`src/rtl/ball_pkg.sv`:
```
// ---------------------------------------------------------------------------
// ball_pkg
// Shared definitions for the ball game frame-buffer path:
//   - screen geometry (SCR_WIDTH x SCR_HEIGHT)
//   - coordinate and colour widths
//   - 3-bit RGB colour constants
//   - rect_fill_gen state encoding
// ---------------------------------------------------------------------------
package ball_pkg;

    localparam int SCR_WIDTH  = 240;
    localparam int SCR_HEIGHT = 320;

    localparam int COORD_XW = 8;
    localparam int COORD_YW = 9;
    localparam int COLOR_W  = 3;

    localparam logic [COLOR_W-1:0] BLACK   = 3'b000;
    localparam logic [COLOR_W-1:0] BLUE    = 3'b001;
    localparam logic [COLOR_W-1:0] GREEN   = 3'b010;
    localparam logic [COLOR_W-1:0] CYAN    = 3'b011;
    localparam logic [COLOR_W-1:0] RED     = 3'b100;
    localparam logic [COLOR_W-1:0] MAGENTA = 3'b101;
    localparam logic [COLOR_W-1:0] YELLOW  = 3'b110;
    localparam logic [COLOR_W-1:0] WHITE   = 3'b111;

    typedef enum logic [1:0] {
        IDLE = 2'd0,
        DRAW = 2'd1,
        FIN  = 2'd2
    } rfg_state_t;

endpackage

```
`src/rtl/rect_clip.sv`:
```
// ---------------------------------------------------------------------------
// rect_clip
// Combinational clipping of a rectangle command against the screen.
//   x0, y0 : rectangle origin (left column, top row)
//   w, h   : rectangle size in pixels
//   xe, ye : last column / row actually on screen, min(origin+size-1, edge)
//   empty  : nothing to draw (zero size or origin off screen)
// xe/ye are meaningless when empty is set.
// ---------------------------------------------------------------------------
module rect_clip
    import ball_pkg::*;
#(
    parameter int WIDTH  = SCR_WIDTH,
    parameter int HEIGHT = SCR_HEIGHT,
    parameter int XW     = COORD_XW,
    parameter int YW     = COORD_YW
) (
    input  logic [XW-1:0] x0,
    input  logic [YW-1:0] y0,
    input  logic [XW-1:0] w,
    input  logic [YW-1:0] h,
    output logic [XW-1:0] xe,
    output logic [YW-1:0] ye,
    output logic          empty
);

    localparam logic [XW:0] X_MAX = (XW+1)'(WIDTH - 1);
    localparam logic [YW:0] Y_MAX = (YW+1)'(HEIGHT - 1);
    localparam logic [XW:0] X_LIM = (XW+1)'(WIDTH);
    localparam logic [YW:0] Y_LIM = (YW+1)'(HEIGHT);

    // One extra bit so origin+size-1 never wraps.
    logic [XW:0] x_sum;
    logic [YW:0] y_sum;

    assign x_sum = {1'b0, x0} + {1'b0, w} - (XW+1)'(1);
    assign y_sum = {1'b0, y0} + {1'b0, h} - (YW+1)'(1);

    always_comb begin
        xe = (x_sum > X_MAX) ? X_MAX[XW-1:0] : x_sum[XW-1:0];
        ye = (y_sum > Y_MAX) ? Y_MAX[YW-1:0] : y_sum[YW-1:0];
        empty = (w == '0) || (h == '0) ||
                ({1'b0, x0} >= X_LIM) || ({1'b0, y0} >= Y_LIM);
    end

endmodule

```
`src/rtl/rect_fill_gen.sv`:
```
// ---------------------------------------------------------------------------
// rect_fill_gen
// Turns one rectangle command into a raster stream of pixel writes
// (x fastest, then y), clipped to the screen, with a ready handshake.
//
// Ports:
//   clk50M      system clock
//   rst         synchronous active-high reset
//   start       command strobe, only looked at while idle
//   x0, y0      rectangle origin
//   w, h        rectangle size
//   fill_color  colour of every emitted pixel
//   outline     (RECT_OUTLINE_EN builds only) emit perimeter only
//   pixel_ready downstream takes the current pixel this cycle
//   busy        pixels are being emitted
//   done        one-cycle pulse when the command completes
//   x, y        pixel coordinate
//   write_en    pixel valid
//   color       pixel colour
//
// Build option: define RECT_OUTLINE_EN to add the outline input.
// ---------------------------------------------------------------------------
module rect_fill_gen
    import ball_pkg::*;
#(
    parameter int WIDTH  = SCR_WIDTH,
    parameter int HEIGHT = SCR_HEIGHT,
    parameter int XW     = COORD_XW,
    parameter int YW     = COORD_YW,
    parameter int CW     = COLOR_W
) (
    input  logic          clk50M,
    input  logic          rst,
    input  logic          start,
    input  logic [XW-1:0] x0,
    input  logic [YW-1:0] y0,
    input  logic [XW-1:0] w,
    input  logic [YW-1:0] h,
    input  logic [CW-1:0] fill_color,
`ifdef RECT_OUTLINE_EN
    input  logic          outline,
`endif
    input  logic          pixel_ready,
    output logic          busy,
    output logic          done,
    output logic [XW-1:0] x,
    output logic [YW-1:0] y,
    output logic          write_en,
    output logic [CW-1:0] color
);

    rfg_state_t state, state_nxt;

    logic [XW-1:0] clip_xe;
    logic [YW-1:0] clip_ye;
    logic          clip_empty;

    logic [XW-1:0] xs_r;
    logic [XW-1:0] xe_r;
    logic [YW-1:0] ys_r;
    logic [YW-1:0] ye_r;
    logic          outline_r;
    logic          outline_in;
    logic          last_pix;

`ifdef RECT_OUTLINE_EN
    assign outline_in = outline;
`else
    assign outline_in = 1'b0;
`endif

    rect_clip #(
        .WIDTH (WIDTH),
        .HEIGHT(HEIGHT),
        .XW    (XW),
        .YW    (YW)
    ) u_clip (
        .x0   (x0),
        .y0   (y0),
        .w    (w),
        .h    (h),
        .xe   (clip_xe),
        .ye   (clip_ye),
        .empty(clip_empty)
    );

    assign last_pix = (x == xe_r) && (y == ye_r);

    // State register
    always_ff @(posedge clk50M) begin
        if (rst) begin
            state <= IDLE;
        end else begin
            state <= state_nxt;
        end
    end

    // Next-state logic
    always_comb begin
        state_nxt = state;
        unique case (state)
            IDLE: begin
                if (start) begin
                    state_nxt = clip_empty ? FIN : DRAW;
                end
            end
            DRAW: begin
                if (pixel_ready && last_pix) begin
                    state_nxt = FIN;
                end
            end
            FIN:     state_nxt = IDLE;
            default: state_nxt = IDLE;
        endcase
    end

    // Output decode; all terms come straight from the state register.
    always_comb begin
        busy     = (state == DRAW);
        write_en = (state == DRAW);
        done     = (state == FIN);
    end

    // Command capture and raster walk.
    always_ff @(posedge clk50M) begin
        if (rst) begin
            x         <= '0;
            y         <= '0;
            color     <= '0;
            xs_r      <= '0;
            xe_r      <= '0;
            ys_r      <= '0;
            ye_r      <= '0;
            outline_r <= 1'b0;
        end else if (state == IDLE && start) begin
            x         <= x0;
            y         <= y0;
            color     <= fill_color;
            xs_r      <= x0;
            xe_r      <= clip_xe;
            ys_r      <= y0;
            ye_r      <= clip_ye;
            outline_r <= outline_in;
        end else if (state == DRAW && pixel_ready && !last_pix) begin
            if (x == xe_r) begin
                x <= xs_r;
                y <= y + 1'b1;
            end else if (outline_r && y != ys_r && y != ye_r) begin
                // Interior outline rows: left edge jumps straight to right edge.
                x <= xe_r;
            end else begin
                x <= x + 1'b1;
            end
        end
    end

endmodule

```
`config.mk`:
```
export PLATFORM = sky130hd
export DESIGN_NAME = rect_fill_gen
export DESIGN_NICKNAME = d
export VERILOG_FILES = /design/src/rtl/ball_pkg.sv /design/src/rtl/rect_clip.sv /design/src/rtl/rect_fill_gen.sv
export SDC_FILE = /design/constraint.sdc
export NUM_CORES = 1
export LEC_CHECK = 0
export CAP_MARGIN = 10
export CORE_MARGIN = 8
export CORE_UTILIZATION = 30
export DETAILED_ROUTE_END_ITERATION = 6
export PLACE_DENSITY = 0.49
export SLEW_MARGIN = 20
export SYNTH_ARGS = -nofsm -noshare
export SYNTH_HDL_FRONTEND = slang
export SYNTH_SLANG_ARGS = --single-unit
```
`constraint.sdc`:
```
create_clock -name clk50M -period 3.5 [get_ports clk50M]
set_clock_uncertainty 0.15 [all_clocks]
set_input_delay 0.7 -clock clk50M [delete_from_list [all_inputs] [get_ports clk50M]]
set_output_delay 0.7 -clock clk50M [all_outputs]
set_load 0.02 [all_outputs]
```
Yosys cells after proc, flatten, opt, wreduce, memory -nomap -nowiden
Index checks and enable logic that the tools add are counted.

cells by class
  add/subtract/negate cells = 6
  magnitude comparators = 4
  equality and inequality tests = 6
  multiplexer cells = 12
  reduce and logical (&&, ||, !) cells = 16

operators with widths
  kind                                                             number
  two-way mux 9 bit                                                4
  two-way mux 8 bit                                                4
  adder 9 x 9 -> 10 bit                                            1
  greater-than comparator 10 x 9 -> 1 bit (second input constant)  1
  subtractor 10 x 1 -> 10 bit (second input constant)              1
  adder 8 x 8 -> 9 bit                                             1
  adder 9 x 1 -> 9 bit (second input constant)                     1
  equality test 9 bit                                              1
  >= comparator 9 bit (second input constant)                      1
  greater-than comparator 9 x 8 -> 1 bit (second input constant)   1
  logical NOT 9 bit                                                1
  subtractor 9 x 1 -> 9 bit (second input constant)                1
  adder 8 x 1 -> 8 bit (second input constant)                     1
  equality test 8 bit                                              1
  >= comparator 8 bit (second input constant)                      1
  logical NOT 8 bit                                                1
  two-way mux 2 bit                                                3
  logical AND 1 bit                                                5
  one-hot mux 2 bit (2 select lines)                               1
  AND reduction 2 bit                                              2
  nonzero test 2 bit                                               2
  logical OR 1 bit                                                 3
  equality test 2 x 1 -> 1 bit (second input constant)             1
  equality test 2 bit (second input constant)                      1
  4 further kinds                                                  4

word-level totals
  bits in registers = 47
  input port bits = 41
  output and inout port bits = 23
  word-level logic and storage cells = 51

Logic depth before layout (Yosys ltp)
Gate-level depths: netlist of run 1.

  depth in word-level cells = 7
  depth in mapped cells = 11
  depth with buffers taken out = 11

Hierarchy
From an unflattened synthesis of run 1, not the netlist that was laid out.

unflattened totals
  cell total of the unflattened synthesis = 495
  area total of the unflattened synthesis = 3,661.0 sq um

modules (own cells, without submodules)
  module         instances  cells an instance  area each (sq um)  sequential area each (sq um)
  rect_fill_gen  1          297                2,326.0            940.9
  rect_clip      1          198                1,335.0            0.0

Worst setup path before layout of run 1
Ideal clock, no wire load.

  kind = input -> register
  start = input y0[1]
  end = register ye_r[0]
  library setup time = 0.080 ns
  arrival = 2.830 ns
  required time = 3.270 ns
  path slack = 0.440 ns
  stages = 11
  buffers on the path = 0
  cells stage by stage = inv_1 ha_1 inv_1 ha_1 fa_1 a21o_1 a221oi_2 nor3_1 a211o_1 o21a_4 a211oi_2

between the ends
  word-level cells in the longest chain between the ends = 4

RTL lines
  item                                     RTL line              source
  from (decl)                              rect_fill_gen.sv:36   input logic [YW-1:0] y0,
  adder 9 x 9 -> 10 bit                    rect_clip.sv:37       assign y_sum = {1'b0, y0} + {1'b0, h} - (YW+1)'(1);
  subtractor 10 x 1 -> 10 bit              rect_clip.sv:37
  greater-than comparator 10 x 9 -> 1 bit  rect_clip.sv:41       ye = (y_sum > Y_MAX) ? Y_MAX[YW-1:0] : y_sum[YW-1:0];
  two-way mux 9 bit                        rect_clip.sv:41
  to (signal assigned)                     rect_fill_gen.sv:142  ye_r <= clip_ye;
  to (decl)                                rect_fill_gen.sv:61   logic [YW-1:0] ye_r;

No other way between the ends.
A chain may end at the register's enable or synchronous reset.

Worst setup path after layout of run 1
  start = input x0[1]
  end = register xe_r[1]

between the ends
  word-level cells in the longest chain between the ends = 4

RTL lines
  item                                    RTL line              source
  from (decl)                             rect_fill_gen.sv:35   input logic [XW-1:0] x0,
  adder 8 x 8 -> 9 bit (*)                rect_clip.sv:36       assign x_sum = {1'b0, x0} + {1'b0, w} - (XW+1)'(1);
  subtractor 9 x 1 -> 9 bit (*)           rect_clip.sv:36
  greater-than comparator 9 x 8 -> 1 bit  rect_clip.sv:40       xe = (x_sum > X_MAX) ? X_MAX[XW-1:0] : x_sum[XW-1:0];
  two-way mux 8 bit (*)                   rect_clip.sv:40
  to (signal assigned)                    rect_fill_gen.sv:140  xe_r <= clip_xe;
  to (decl)                               rect_fill_gen.sv:59   logic [XW-1:0] xe_r;

Mark *: on every way between the ends. The rest lies on a longest branch, timed or not.

==> results of run 1 <==
-- through the flow --
step           setup TNS, ns  hold WS [ns]
2_1_floorplan              0         0.283
3_3_place_gp           -1.29         0.293
3_5_place_dp           -1.79         0.299
4_1_cts                    0         0.309
5_1_grt                    0         0.329
6_report                   0         0.305
-- per-layer routing --
metal	wire length, µm	global-route usage, %
met1	4830	15.9
met2	4720	21.5
met3	397	2.15
met4	186	4.87
met5	0	0
-- worst max path at each step --
| stage | start | to | depth (start not counted) |
|---|---|---|---|
| after floorplan | y0[1] | ye_r[0] | 11 |
| after global placement | y0[1] | ye_r[2] | 13 |
| after detailed placement | y0[1] | ye_r[5] | 12 |
| after CTS | y0[1] | ye_r[5] | 13 |
| after global routing | x0[1] | xe_r[1] | 14 |
| final | x0[1] | xe_r[1] | 14 |
-- state kept, by name, summed over array words and instances, names as in the netlist --
signal / cells
state: 2
xs_r: 8
xe_r: 8
y: 9
ye_r: 9
color: 3
x: 8
-- cell type report --
cell class | count | area [µm²]
clock buffers | 5 | 125
clock inverters | 3 | 71.3
fillers | 1241 | 7080
inverters | 75 | 282
multi-input cells | 306 | 2330
flip-flops and latches | 47 | 941
well taps | 147 | 184
repair buffers | 93 | 851
-- cells in the final DEF, fill, tap and decap left out, types with 5 or more instances in the layout --
cell type and instances:
a21o_1 6, a32oi_1 7, or3_1 5, xnor2_1 23, o221ai_1 6, clkbuf_16 5
xor2_1 8, inv_1 75, ha_1 34, nand4_1 6, buf_4 30, nand3b_1 5
a211oi_2 9, and3_1 9, nor2_1 32, nand2_1 35, dfxtp_1 47, or4b_1 5
a21oi_1 26, a211oi_1 11, clkdlybuf4s50_1 62, nand3_1 10
-- kinds of logic after synthesis --
group,synth area share (%)
AO/OA/AOI/OAI,21.8
AND/OR/NAND/NOR,19.8
buffers and inverters,10.2
XOR/XNOR,7.76
flip-flops,26.1
multiplexers,1.49
adder cells (fa/ha/maj),12.9
-- timing repair --
item / in CTS / in global routing
hold buffers: 0 / 0
buffers inserted: 0 / 0
endpoints found under the setup margin: 0 / 8
gates resized for setup: 0 / 4
-- power by group through the flow --
stage	clock network, mW	logic [mW]	registers, mW
2_1_floorplan	0	0.433	0.663
3_3_place_gp	0	0.693	0.656
3_5_place_dp	0	0.700	0.657
4_1_cts	0.654	0.705	0.645
5_1_grt	0.672	0.780	0.653
6_report	0.636	0.704	0.645
-- worst max-delay path, delay by kind of cell --
kind	cells	cell delay, ns
adder cells (fa/ha/maj)	3	0.90
buffers and inverters	5	0.84
AND/OR/NAND/NOR	3	0.51
AO/OA/AOI/OAI	3	0.45
==> run_results.csv, run 1 <==
group,metric,value,unit
status,outcome,"finished, final reports clean",
drt,drc,0,
floorplanning,die_height,126,µm
worst_setup_path,worst-r2r-setup-slack,1.18,ns
logic_synthesis,ys_seq_area_share,26.1,%
clock_network,cts.sinks,47,
logic_synthesis,synth-async-reset-ratio,0,%
logic_synthesis,ys_top_cells_by_count,"inv_1, dfxtp_1, nand2_1",
global_route,grt_overflow,0,
floorplanning,initial_core_util,30.4,%
drt,first_pass_iters,4,
floorplanning,die_w,126,µm
hold_path,hp-class,"flop to flop",
sta,rsz0062_at_grt,"false",
floorplanning,fp.dieArea,15800,µm²
logic_synthesis,ys_types,60,
clock_network,clk_pin_slew_worst_paths,0.07,ns
cells_and_area,final_cell_area,4780,µm²
sta,drv_slew,0,
floorplanning,rows,40,
logic_synthesis,synth_edf_count,0,
pwr,power.share.sequential,32.5,%
worst_setup_path,cp-start-kind,"primary input",
hold_path,worstHoldStart,"xs_r[2]",
floorplanning,core_area,11900,µm²
cells_and_area,final_nets,605,
floorplanning,ios,64,
logic_synthesis,synth.area.top_cells,"dfxtp_1, ha_1, inv_1",
drt,ant_nets,0,
logic_synthesis,synth_cells,446,
worst_setup_path,worstPathArrival,3.39,ns
cells_and_area,post-route-util,40.3,%
drt,vias,3378,
flow_run,cap_viol_max_count,0,
logic_synthesis,synth.top_cell.area_share,26.1,%
place,placed_cell_area,4560,µm²
logic_synthesis,avgSynthCellArea,8.10,µm²
pwr,p_comb_share,35.5,%
worst_setup_path,reg2reg_depth,8,
sta,fmax,300,MHz
logic_synthesis,yosys.area.top_type,"dfxtp_1",
place,place_hpwl,8.10,mm
sta,setup_viol,0,
hold_path,holdPathStages,2,
worst_setup_path,critPathSlowestCell,"clkdlybuf4s50_1",
sta,setup_ws,0.166,ns
pwr,p_total,1.98,mW
drt,vias_per_cell,5.00,
clock_network,cts_buffers,5,
sta,tightest_slew,0.848,ns
sta,slew_headroom,43.4,%
pwr,swShare,32.2,%
clock_network,cts.htree.levels,2,
cells_and_area,n_antenna_cell,0,
worst_setup_path,slowest_delay,0.49,ns
global_route,antenna_found_initial,0,
pwr,intPower,1.35,mW
cells_and_area,area_growth,32.4,%
worst_setup_path,worstSetupPathType,"primary input to flop",
drt,drt_iter0_drc,160,
clock_network,cts-root-buf,"clkbuf_16",
worst_setup_path,rr_startpoint,"x[1]",
logic_synthesis,netlist_area,3610,µm²
drt,wl_per_cell,15.0,µm
global_route,grt_pass1_wl,16.6,mm
worst_setup_path,cp.required,3.56,ns
place,gp_congestion,0.804,
drt,totalWireLength,10.1,mm
place,dp_cells,668,
logic_synthesis,ys_ff_latch,47,
hold_path,holdPathEnd,"xs_r[2]",
global_route,track_usage,12.8,%
worst_setup_path,end_kind,"flop",
sta,hold_viol,0,
clock_network,clk_latency,0.29,ns
cells_and_area,drive_gt1_share,12.9,%
pwr,power_density,415,nW/µm²
worst_setup_path,crit_fanout,4,
clock_network,cts_tree,"done",
logic_synthesis,yosysWarnings,0,
worst_setup_path,crit_chain,"clkdlybuf4s50_1 -> inv_1 -> ha_1 -> inv_1 -> ha_1 -> fa_1 -> nand3_2 -> buf_4 -> and3_1 -> a221oi_1 -> buf_4 -> nor4_4 -> a21oi_2 -> a211oi_1",
pwr,p_leak,2.04,nW
logic_synthesis,synth-main-ff-cell,"dfxtp_1",
logic_synthesis,yosysMostFrequentCell,"inv_1",
pwr,max-vdd-ir-drop,0.000166,V
cells_and_area,stdcell_count,676,
logic_synthesis,syn-num-nets,523,
worst_setup_path,rr_endpoint,"y[3]",
pwr,power_switching,0.638,mW
sta,period_minus_slack,3.33,ns
place,port-buffer-count,63,
global_route,grt_max_degree,48,
clock_network,cts.path.max_buffers,2,
sta,finalCritPeriodShare,95.2,%
place,dp_slack,-0.194,ns
global_route,grt_pass1_vias,3340,
pwr,p_clk_share,32.0,%
Power figures use the tool's default switching activity.
==> run 2: changes to the inputs <==
--- a/config.mk
+++ b/config.mk
@@ -10,7 +10,6 @@
 export CORE_UTILIZATION = 30
 export DETAILED_ROUTE_END_ITERATION = 6
 export PLACE_DENSITY = 0.49
-export SLEW_MARGIN = 20
 export SYNTH_ARGS = -nofsm -noshare
 export SYNTH_HDL_FRONTEND = slang
 export SYNTH_SLANG_ARGS = --single-unit
==> results of run 2 <==
Same layout as run 1: the final DEF is identical, and so are final timing and power.
